==> config.mk <==
export PLATFORM = sky130hd
export DESIGN_NAME = dmem_arbiter
export DESIGN_NICKNAME = d
export VERILOG_FILES = /design/src/rtl/dmem_arbiter.sv
export SDC_FILE = /design/constraint.sdc
export NUM_CORES = 1
export LEC_CHECK = 0
export BUFFER_PORTS_ARGS = -buffer_cell sky130_fd_sc_hd__buf_2
export CAP_MARGIN = 20
export CORE_MARGIN = 2
export CORE_UTILIZATION = 50
export DETAILED_ROUTE_END_ITERATION = 7
export HOLD_SLACK_MARGIN = 0.1
export PLACE_DENSITY = 0.85
export SLEW_MARGIN = 25
export SYNTH_ARGS = -nofsm -noshare
export SYNTH_HDL_FRONTEND = slang
export SYNTH_SLANG_ARGS = --single-unit
==> constraint.sdc <==
create_clock -name clk -period 8.1 [get_ports clk]
set_input_delay 0.81 -clock clk [delete_from_list [all_inputs] [get_ports clk]]
set_output_delay 0.81 -clock clk [all_outputs]
set_load 0.01 [all_outputs]
==> src/rtl/dmem_arbiter.sv <==
// Two-master arbiter/sequencer for the single data-memory port: CPU load/store
// path (master 0) and an external requester (master 1), one access at a time.
module dmem_arbiter #(
   parameter int RD_LATENCY   = 1,
   parameter int STARVE_LIMIT = 4
) (
   input  logic        clk,
   input  logic        rst,
   input  logic        cpu_req,
   input  logic        cpu_wr_en,
   input  logic [31:0] cpu_addr,
   input  logic [31:0] cpu_wdata,
   input  logic [1:0]  cpu_store_size,
   input  logic [1:0]  cpu_load_size,
   output logic [31:0] cpu_rdata,
   output logic        cpu_ack,
   output logic        cpu_stall,
   input  logic        ext_req,
   input  logic        ext_wr_en,
   input  logic [31:0] ext_addr,
   input  logic [31:0] ext_wdata,
   input  logic [1:0]  ext_store_size,
   input  logic [1:0]  ext_load_size,
   output logic [31:0] ext_rdata,
   output logic        ext_ack,
   output logic        d_wr_en,
   output logic [31:0] dAddr,
   output logic [31:0] dWdata,
   output logic [1:0]  store_size,
   output logic [1:0]  load_size,
   input  logic [31:0] dRdata
);

   typedef enum logic [1:0] {IDLE, ACCESS, RESP} state_e;

   state_e      state_q, state_d;
   logic        win_q, win_d;       // 0 = cpu, 1 = ext
   logic        wr_q, wr_d;
   logic [31:0] addr_q, addr_d;
   logic [31:0] wdata_q, wdata_d;
   logic [1:0]  ssize_q, ssize_d;
   logic [1:0]  lsize_q, lsize_d;
   logic [2:0]  lat_q, lat_d;
   logic [3:0]  starve_q, starve_d;
   logic [31:0] cpu_rdata_q, cpu_rdata_d;
   logic [31:0] ext_rdata_q, ext_rdata_d;
   logic        grant_ext;

   // ext only beats a requesting cpu once it has lost STARVE_LIMIT times in a row
   assign grant_ext = ext_req & (~cpu_req | (starve_q == 4'(STARVE_LIMIT)));

   always_comb begin
      state_d     = state_q;
      win_d       = win_q;
      wr_d        = wr_q;
      addr_d      = addr_q;
      wdata_d     = wdata_q;
      ssize_d     = ssize_q;
      lsize_d     = lsize_q;
      lat_d       = lat_q;
      starve_d    = starve_q;
      cpu_rdata_d = cpu_rdata_q;
      ext_rdata_d = ext_rdata_q;
      case (state_q)
         IDLE: begin
            if (!ext_req || grant_ext)
               starve_d = 4'd0;
            else if (starve_q != 4'(STARVE_LIMIT))
               starve_d = starve_q + 4'd1;
            if (cpu_req || ext_req) begin
               win_d   = grant_ext;
               wr_d    = grant_ext ? ext_wr_en      : cpu_wr_en;
               addr_d  = grant_ext ? ext_addr       : cpu_addr;
               wdata_d = grant_ext ? ext_wdata      : cpu_wdata;
               ssize_d = grant_ext ? ext_store_size : cpu_store_size;
               lsize_d = grant_ext ? ext_load_size  : cpu_load_size;
               lat_d   = 3'd0;
               state_d = ACCESS;
            end
         end
         ACCESS: begin
            if (wr_q || lat_q == 3'(RD_LATENCY)) begin
               state_d = RESP;
               if (!wr_q) begin
                  if (win_q) ext_rdata_d = dRdata;
                  else       cpu_rdata_d = dRdata;
               end
            end else begin
               lat_d = lat_q + 3'd1;
            end
         end
         RESP:    state_d = IDLE;
         default: state_d = IDLE;
      endcase
   end

   always_ff @(posedge clk or posedge rst) begin
      if (rst) begin
         state_q     <= IDLE;
         win_q       <= 1'b0;
         wr_q        <= 1'b0;
         addr_q      <= '0;
         wdata_q     <= '0;
         ssize_q     <= '0;
         lsize_q     <= '0;
         lat_q       <= '0;
         starve_q    <= '0;
         cpu_rdata_q <= '0;
         ext_rdata_q <= '0;
      end else begin
         state_q     <= state_d;
         win_q       <= win_d;
         wr_q        <= wr_d;
         addr_q      <= addr_d;
         wdata_q     <= wdata_d;
         ssize_q     <= ssize_d;
         lsize_q     <= lsize_d;
         lat_q       <= lat_d;
         starve_q    <= starve_d;
         cpu_rdata_q <= cpu_rdata_d;
         ext_rdata_q <= ext_rdata_d;
      end
   end

   // write strobe only on the first ACCESS cycle so a multi-cycle slot never double-writes
   assign d_wr_en    = (state_q == ACCESS) && (lat_q == 3'd0) && wr_q;
   assign dAddr      = addr_q;
   assign dWdata     = wdata_q;
   assign store_size = ssize_q;
   assign load_size  = lsize_q;
   assign cpu_ack    = (state_q == RESP) && !win_q;
   assign ext_ack    = (state_q == RESP) && win_q;
   assign cpu_stall  = cpu_req & ~cpu_ack;
   assign cpu_rdata  = cpu_rdata_q;
   assign ext_rdata  = ext_rdata_q;

endmodule

Word-level counts from Yosys, hierarchy flattened:

Index checks and enable logic that the tools add are counted.

* register bits after elaboration: 143
* bits of input ports: 174
* output and inout port bits: 136
* logic and storage cells: 60

* $add $sub $neg: 2
* equal/unequal tests: 8
* mux-type cells: 13
* bitwise logic cells: 7
* reductions and logical operators: 19

Operator list (count)
* $mux W32: 2
* $mux W2: 4
* $mux W4: 2
* $reduce_and A4 Y1: 2
* $mux W3: 2
* $ne A2 B2 Y1 const B: 3
* $pmux W3 S2: 1
* $reduce_and A2 Y1: 3
* $add A4 B1 Y4 const B: 1
* $eq A4 B3 Y1 const B: 1
* $logic_and A1 B1 Y1: 4
* $ne A4 B3 Y1 const B: 1
* $not A1 Y1: 4
* $pmux W2 S2: 1
* $reduce_bool A2 Y1: 2
* $add A3 B1 Y3 const B: 1
* $eq A3 B1 Y1 const B: 1
* $logic_not A3 Y1: 1
* $logic_or A1 B1 Y1: 3
* $reduce_and A3 Y1: 1
* $and A1 B1 Y1: 2
* $eq A2 B1 Y1 const B: 1
* $eq A2 B2 Y1 const B: 1
* $logic_not A1 Y1: 2
* 3 further kinds: 3

Depth between registers and ports, before layout:

Gate-level depths: netlist of the first run.

* depth after elaboration: 6
* gate-level depth with buffers: 7
* mapped depth without buffers: 5

Least setup slack after synthesis of the first run:

No wires, ideal clock.

* path kind: input -> output
* from: in cpu_req
* to: out cpu_stall
* data arrival time: 1195 ps
* required time: 7290 ps
* slack: 6095 ps
* stages on the path: 3
* buffers on the path: 1
* cells stage by stage: buf_2 inv_1 nor2_1

* word-level cells in the longest chain between the ends: 1

RTL lines
* from (decl): line 9 `input logic cpu_req,`
* $and A1 B1 Y1: line 133 `assign cpu_stall = cpu_req & ~cpu_ack;`
* to (decl): line 17 `output logic cpu_stall,`

Every way passes these cells.

Final worst setup path of the first run:

Same ends and word-level chain as after synthesis.

==> results_dict.tcl, run 1 <==
set metrics [dict create \
    outcome "finished, final reports clean" \
    cp.arrival_ns 2.03 \
    hold_path.class "in2async" \
    core_area_um2 13200 \
    avgRoutedWirePerCell_um 18.1 \
    path_clk_slew_ns 0.06 \
    pre_cts_ws_ns 5.18 \
    firstDrtPassIters 5 \
    slew_headroom 0.319 \
    cts_setup_buffers 0 \
    clock_path_buffers 2 \
    drc_errors 0 \
    die_width_um 120 \
    portBuffers 309 \
    grt_first_pass_wirelength_mm 30.6 \
    grt_pass1_vias 6075 \
    postLayoutCoreUtil 0.677 \
    multi_input_area_um2 2860 \
    hold_viol 0 \
    finalCritPeriodShare 0.351 \
    routed_wl_mm 19.3 \
    cts_tree "done" \
    dieHeight_um 120 \
    p_per_area_nw_per_um2 388 \
    p_leak_nw 4.29 \
    cts_resized 0 \
    syn-mean-instance-area_um2 11.1 \
    start_util 0.509 \
    cts_buffers 17 \
    n_fill_cell 1010 \
    max_freq_mhz 352 \
    ir_drop_mv 0.196 \
    rsz0062_at_grt "false" \
    htree_num_levels 4 \
    worst_slack_ns 5.26 \
    skew_ns 0.00815 \
    drive_gt1_frac 0.475 \
    fin_setup_tns_ns 0 \
    grt_max_degree 107 \
    tightest_slew_ns 1.02 \
    ys_ff_latch 143 \
    regArea_um2 3580 \
    track_usage 0.265 \
    synth_cell_types 36 \
    ff2ff_path_depth 4 \
    hold_ws_ns 0.472 \
    cts_hold_buf 0 \
    num_io_pins 310 \
    netlist_instances 606 \
    nets 1057 \
    clock-root-buffer "clkbuf_16" \
    cp_max_fo 73 \
    critical_path_class "in2out" \
    critPathCaptureType "primary output" \
    max_cap_violations 0 \
    drtIter0Drc 615 \
    num_vias 6277 \
    grt_overflow_total 0 \
    synthToLayoutAreaGrowth_pct 32.8 \
    clock_latency_ns 0.41 \
    viasPerCell 5.89 \
    design.die.area_um2 14400 \
    syn-cell-area_um2 6720 \
    antenna_found_initial 1 \
    fin_crit_ns 2.84 \
    ys.warnings.count 0 \
    syn_nets 785 \
    gp_congestion 0.808 \
    hpwl_mm 12.8 \
    ys_seq_area_frac 0.532 \
    cp.required_ns 7.29 \
    slew_violations 0 \
    setup-violations-final 0 \
    ant_nets 0 \
    rows 42 \
    critPathLaunchType "primary input" \
    clkSinkCount 143 \
]
-- final timing paths --
check | startpoint | endpoint | slack, ns
hold / removal | rst | cpu_rdata[8] | 0.47
setup reg to reg | state_q[0] | lat_q[1] | 5.51
hold reg to reg | cpu_rdata[25] | cpu_rdata[25] | 0.50
setup / recovery | cpu_req | cpu_stall | 5.26
max in group asynchronous | rst | cpu_rdata[1] | 6.23
min in group clk | cpu_rdata[25] | cpu_rdata[25] | 0.50
-- critical path: stages --
cell and delay (ns):
buf_2 0.07, buf_4 0.61, inv_1 0.20, nor2_1 0.16, buf_2 0.15
-- cell families (layout without fill, tap and decap cells) --
group / after synthesis / after routing / synth area share
flops: 143 / 143 / 0.532
fa+ha+maj: 5 / 5 / 0.00931
buf+inv: 74 / 357 / 0.0460
mux: 67 / 67 / 0.128
compound gates: 149 / 149 / 0.140
simple gates: 168 / 168 / 0.144
other cells: 0 / 1 / 0
-- synthesized netlist by cell type (all sizes together) --
| library cell | number | area share |
|---|---|---|
| a21oi | 1 | 0.00074 |
| a22o | 1 | 0.0013 |
| a31o | 1 | 0.0013 |
| and3 | 1 | 0.00093 |
| and3b | 2 | 0.0026 |
| buf | 22 | 0.017 |
| clkbuf | 45 | 0.025 |
| dfrtp | 143 | 0.53 |
| ha | 5 | 0.0093 |
| inv | 7 | 0.0039 |
| mux2 | 64 | 0.12 |
| mux2i | 3 | 0.0045 |
| nand2 | 8 | 0.0045 |
| nand2b | 3 | 0.0028 |
| nand3 | 71 | 0.053 |
| nand4 | 69 | 0.064 |
| nand4b | 2 | 0.0035 |
| nor2 | 4 | 0.0022 |
| nor3 | 2 | 0.0015 |
| nor3b | 2 | 0.0030 |
| nor4 | 1 | 0.0032 |
| o211ai | 68 | 0.076 |
| o21ai | 73 | 0.054 |
| o221ai | 1 | 0.0013 |
| o2bb2ai | 1 | 0.0013 |
| o31ai | 3 | 0.0034 |
| or2 | 2 | 0.0019 |
| or3 | 1 | 0.00093 |
-- area by class of cell --
type | count | share of cell area
clock inverters | 10 | 0.0153
repair buffers | 320 | 0.183
multi-input cells | 389 | 0.320
clock buffers | 20 | 0.0523
well taps | 176 | 0.0247
flip-flops and latches | 143 | 0.401
inverters | 7 | 0.00350
diodes | 1 | 0.000280
-- registers in the layout (all words and copies together), names as in the netlist, 2 cells and up --
signal and count:
cpu_rdata 32, dAddr 32, dWdata 32, ext_rdata 32, starve_q 4, lat_q 3, load_size 2, state_q 2
store_size 2
-- per-layer routing --
metal  track usage  vias to the layer above  part of all wire
li1              -                     2840                 -
met1         0.336                     3007              0.39
met2         0.440                      387              0.50
met3        0.0694                       43             0.088
met4        0.0949                        0             0.023
met5             0                        -                 0
-- placed cells by master (no fill, tap or decap), types with 2 or more instances in the layout --
cell type | Yosys | final
and3b_1 | 2 | 2
buf_2 | 16 | 309
buf_4 | 3 | 10
bufinv_16 | 0 | 3
clkbuf_16 | 0 | 17
clkbuf_8 | 0 | 3
clkinv_2 | 0 | 3
clkinvlp_4 | 0 | 3
dfrtp_1 | 143 | 143
ha_1 | 5 | 5
inv_1 | 7 | 6
inv_6 | 0 | 2
mux2_1 | 2 | 2
mux2_2 | 32 | 32
mux2_4 | 30 | 30
mux2i_1 | 3 | 3
nand2_1 | 8 | 8
nand2b_1 | 3 | 3
nand3_1 | 71 | 71
nand4_1 | 69 | 69
nor2_1 | 4 | 2
nor2_4 | 0 | 2
nor3_1 | 2 | 2
o211ai_1 | 68 | 68
o21ai_0 | 72 | 72
o31ai_1 | 3 | 3
or2_2 | 1 | 2
-- power breakdown --
part	switching [mW]	internal, mW
sequential	0.195	1.06
combinational	0.770	0.638
clock	0.294	0.505
total	1.26	2.20
-- per-stage QoR --
stage / power [mW] / area, um^2 / std cells
after detailed placement: 2.67 / 8320 / 1035
final: 3.46 / 8930 / 1066
after global routing: 3.67 / 8930 / 1066
after global placement: 2.61 / 8310 / 1034
after CTS: 3.48 / 8920 / 1065
after floorplan: 2.12 / 6720 / 606
Note: power is estimated with default switching activity, not from simulation.
==> run 2, diff against run 1 <==
- CORE_UTILIZATION: 50 -> 43
- PLACE_DENSITY: 0.85 -> 0.77
- clock period: 8.1 -> 2.6 ns (I/O delays scaled with it)
==> run 2 against run 1 <==
  * Highest routed layer unchanged
  * Wire length grew 10%
  * Critical endpoint is now dAddr[29]
  * Core utilization shrank 4.4 points
  * Cell count grew 9.3%
  * Flip-flop and latch count is the same
==> results_dict.tcl, run 2 (synthesized netlist as in run 1, its figures left out) <==
set metrics [dict create \
    worstHoldPathCells 3 \
    rsz0062_at_grt "false" \
    critPathLaunchType "flop" \
    cts_hold_buf 59 \
    r2r_setup_slack_ns 0.27 \
    design.die.area_um2 16600 \
    most-common-layout-cells "309 x buf_2, 143 x dfrtp_1, 72 x o21ai_0" \
    gp_congestion 0.813 \
    die_width_um 129 \
    hold_start "ext_wdata[31]" \
    outcome "finished, final reports clean" \
    grt_overflow_total 0 \
    clkSinkCount 143 \
    hold_end "dWdata[31]" \
    path_clk_slew_ns 0.06 \
    dp_cells 1073 \
    cp_max_fo 40 \
    num_vias 6502 \
    hold_path.class "in2reg" \
    cts_setup_buffers 0 \
    critPathCaptureType "flop" \
    drtIter0Drc 418 \
    cp.arrival_ns 2.63 \
    routed_wl_mm 21.3 \
    fin_setup_tns_ns 0 \
    max_cap_violations 0 \
    slew_headroom 0.447 \
    cts_tree "done" \
    drc_errors 0 \
    n_fill_cell 1206 \
    core_area_um2 15300 \
    clock_path_buffers 2 \
    multi_input_area_um2 2860 \
    antenna_found_initial 1 \
    final_common_cell "buf_2" \
    fin_crit_ns 2.33 \
    track_usage 0.256 \
    ir_drop_mv 0.694 \
    hold_viol 0 \
    avgRoutedWirePerCell_um 18.3 \
    rows 45 \
    num_io_pins 310 \
    portBuffers 309 \
    instances_no_fill 1165 \
    met3_usage 0.0739 \
    tightest_slew_ns 0.829 \
    p_per_area_nw_per_um2 1140 \
    cts_resized 0 \
    start_util 0.440 \
    grt_max_degree 82 \
    critical_path_class "reg2reg" \
    cts_buffers 17 \
    dieHeight_um 129 \
    clock-root-buffer "clkbuf_16" \
    grt_first_pass_wirelength_mm 33.7 \
    synthToLayoutAreaGrowth_pct 43.8 \
    max_freq_mhz 429 \
    cp.required_ns 2.90 \
    p_leak_nw 4.58 \
    grt.met1_usage 0.319 \
    setup-violations-final 0 \
    nets 1119 \
    ant_nets 0 \
    viasPerCell 5.58 \
    r2r-start "state_q[0]" \
    drive_gt1_frac 0.448 \
    clock_latency_ns 0.41 \
    skew_ns 0.00848 \
    timing.rr.end "dAddr[29]" \
    grt_pass1_vias 6389 \
    regArea_um2 3580 \
    finalCritPeriodShare 0.897 \
    grt.busiest_layer "met2" \
    slew_violations 0 \
    hpwl_mm 13.2 \
    grtUsageMet2 0.431 \
    ff2ff_path_depth 5 \
    postLayoutCoreUtil 0.633 \
    htree_num_levels 4 \
    firstDrtPassIters 5 \
]
==> run 2: final cells by class <==
type,count,area share
multi-input cells,389,0.296
clock inverters,14,0.0152
repair buffers,382,0.242
flip-flops and latches,143,0.370
inverters,7,0.00311
diodes,1,0.000259
clock buffers,18,0.0455
well taps,211,0.0273
==> run 2: power by group <==
part           total [mW]  internal, mW  leakage [nW]  switching, mW
Sequential           3.92          3.29          1.75          0.630
Combinational        4.67          2.18          2.55           2.49
Clock                2.42          1.38         0.282           1.04
Total                11.0          6.85          4.58           4.16
==> run 2: layer usage <==
layer	up-vias	wire length (um)
met1	3129	8280
met4	0	489
li1	2980	-
met3	42	1990
met5	-	0
met2	351	10500
==> run 2: how the worst max path moves through the flow <==
| stage | slack (ns) | from | to | cells after the start |
|---|---|---|---|---|
| floorplan | 0.55 | rst | cpu_rdata[0] | 1 |
| global placement | 0.65 | lat_q[1] | cpu_rdata[31] | 6 |
| detailed placement | 0.59 | lat_q[1] | cpu_rdata[5] | 6 |
| CTS | 0.30 | state_q[0] | dAddr[29] | 5 |
| global route | 0.15 | state_q[0] | dAddr[13] | 5 |
| finish | 0.27 | state_q[0] | dAddr[29] | 5 |
==> run 2: worst max-delay path, cell delays in order, from the launching register on <==
cell and delay, ns:
dfrtp_1 0.46, or2_2 0.60, buf_12 0.29, o21ai_0 0.17
o211ai_1 0.11, dlygate4sd3_1 0.57
==> run 2: per-stage QoR <==
step / hold slack [ns] / total power, mW / instance area (um^2) / setup slack [ns]
6_report: 0.111 / 11.0 / 9660 / 0.269
5_1_grt: 0.100 / 11.7 / 9660 / 0.146
4_1_cts: 0.100 / 11.0 / 9660 / 0.301
3_5_place_dp: 0.219 / 8.42 / 8480 / 0.585
3_3_place_gp: 0.211 / 8.28 / 8480 / 0.654
2_1_floorplan: 0.395 / 6.59 / 6720 / 0.549
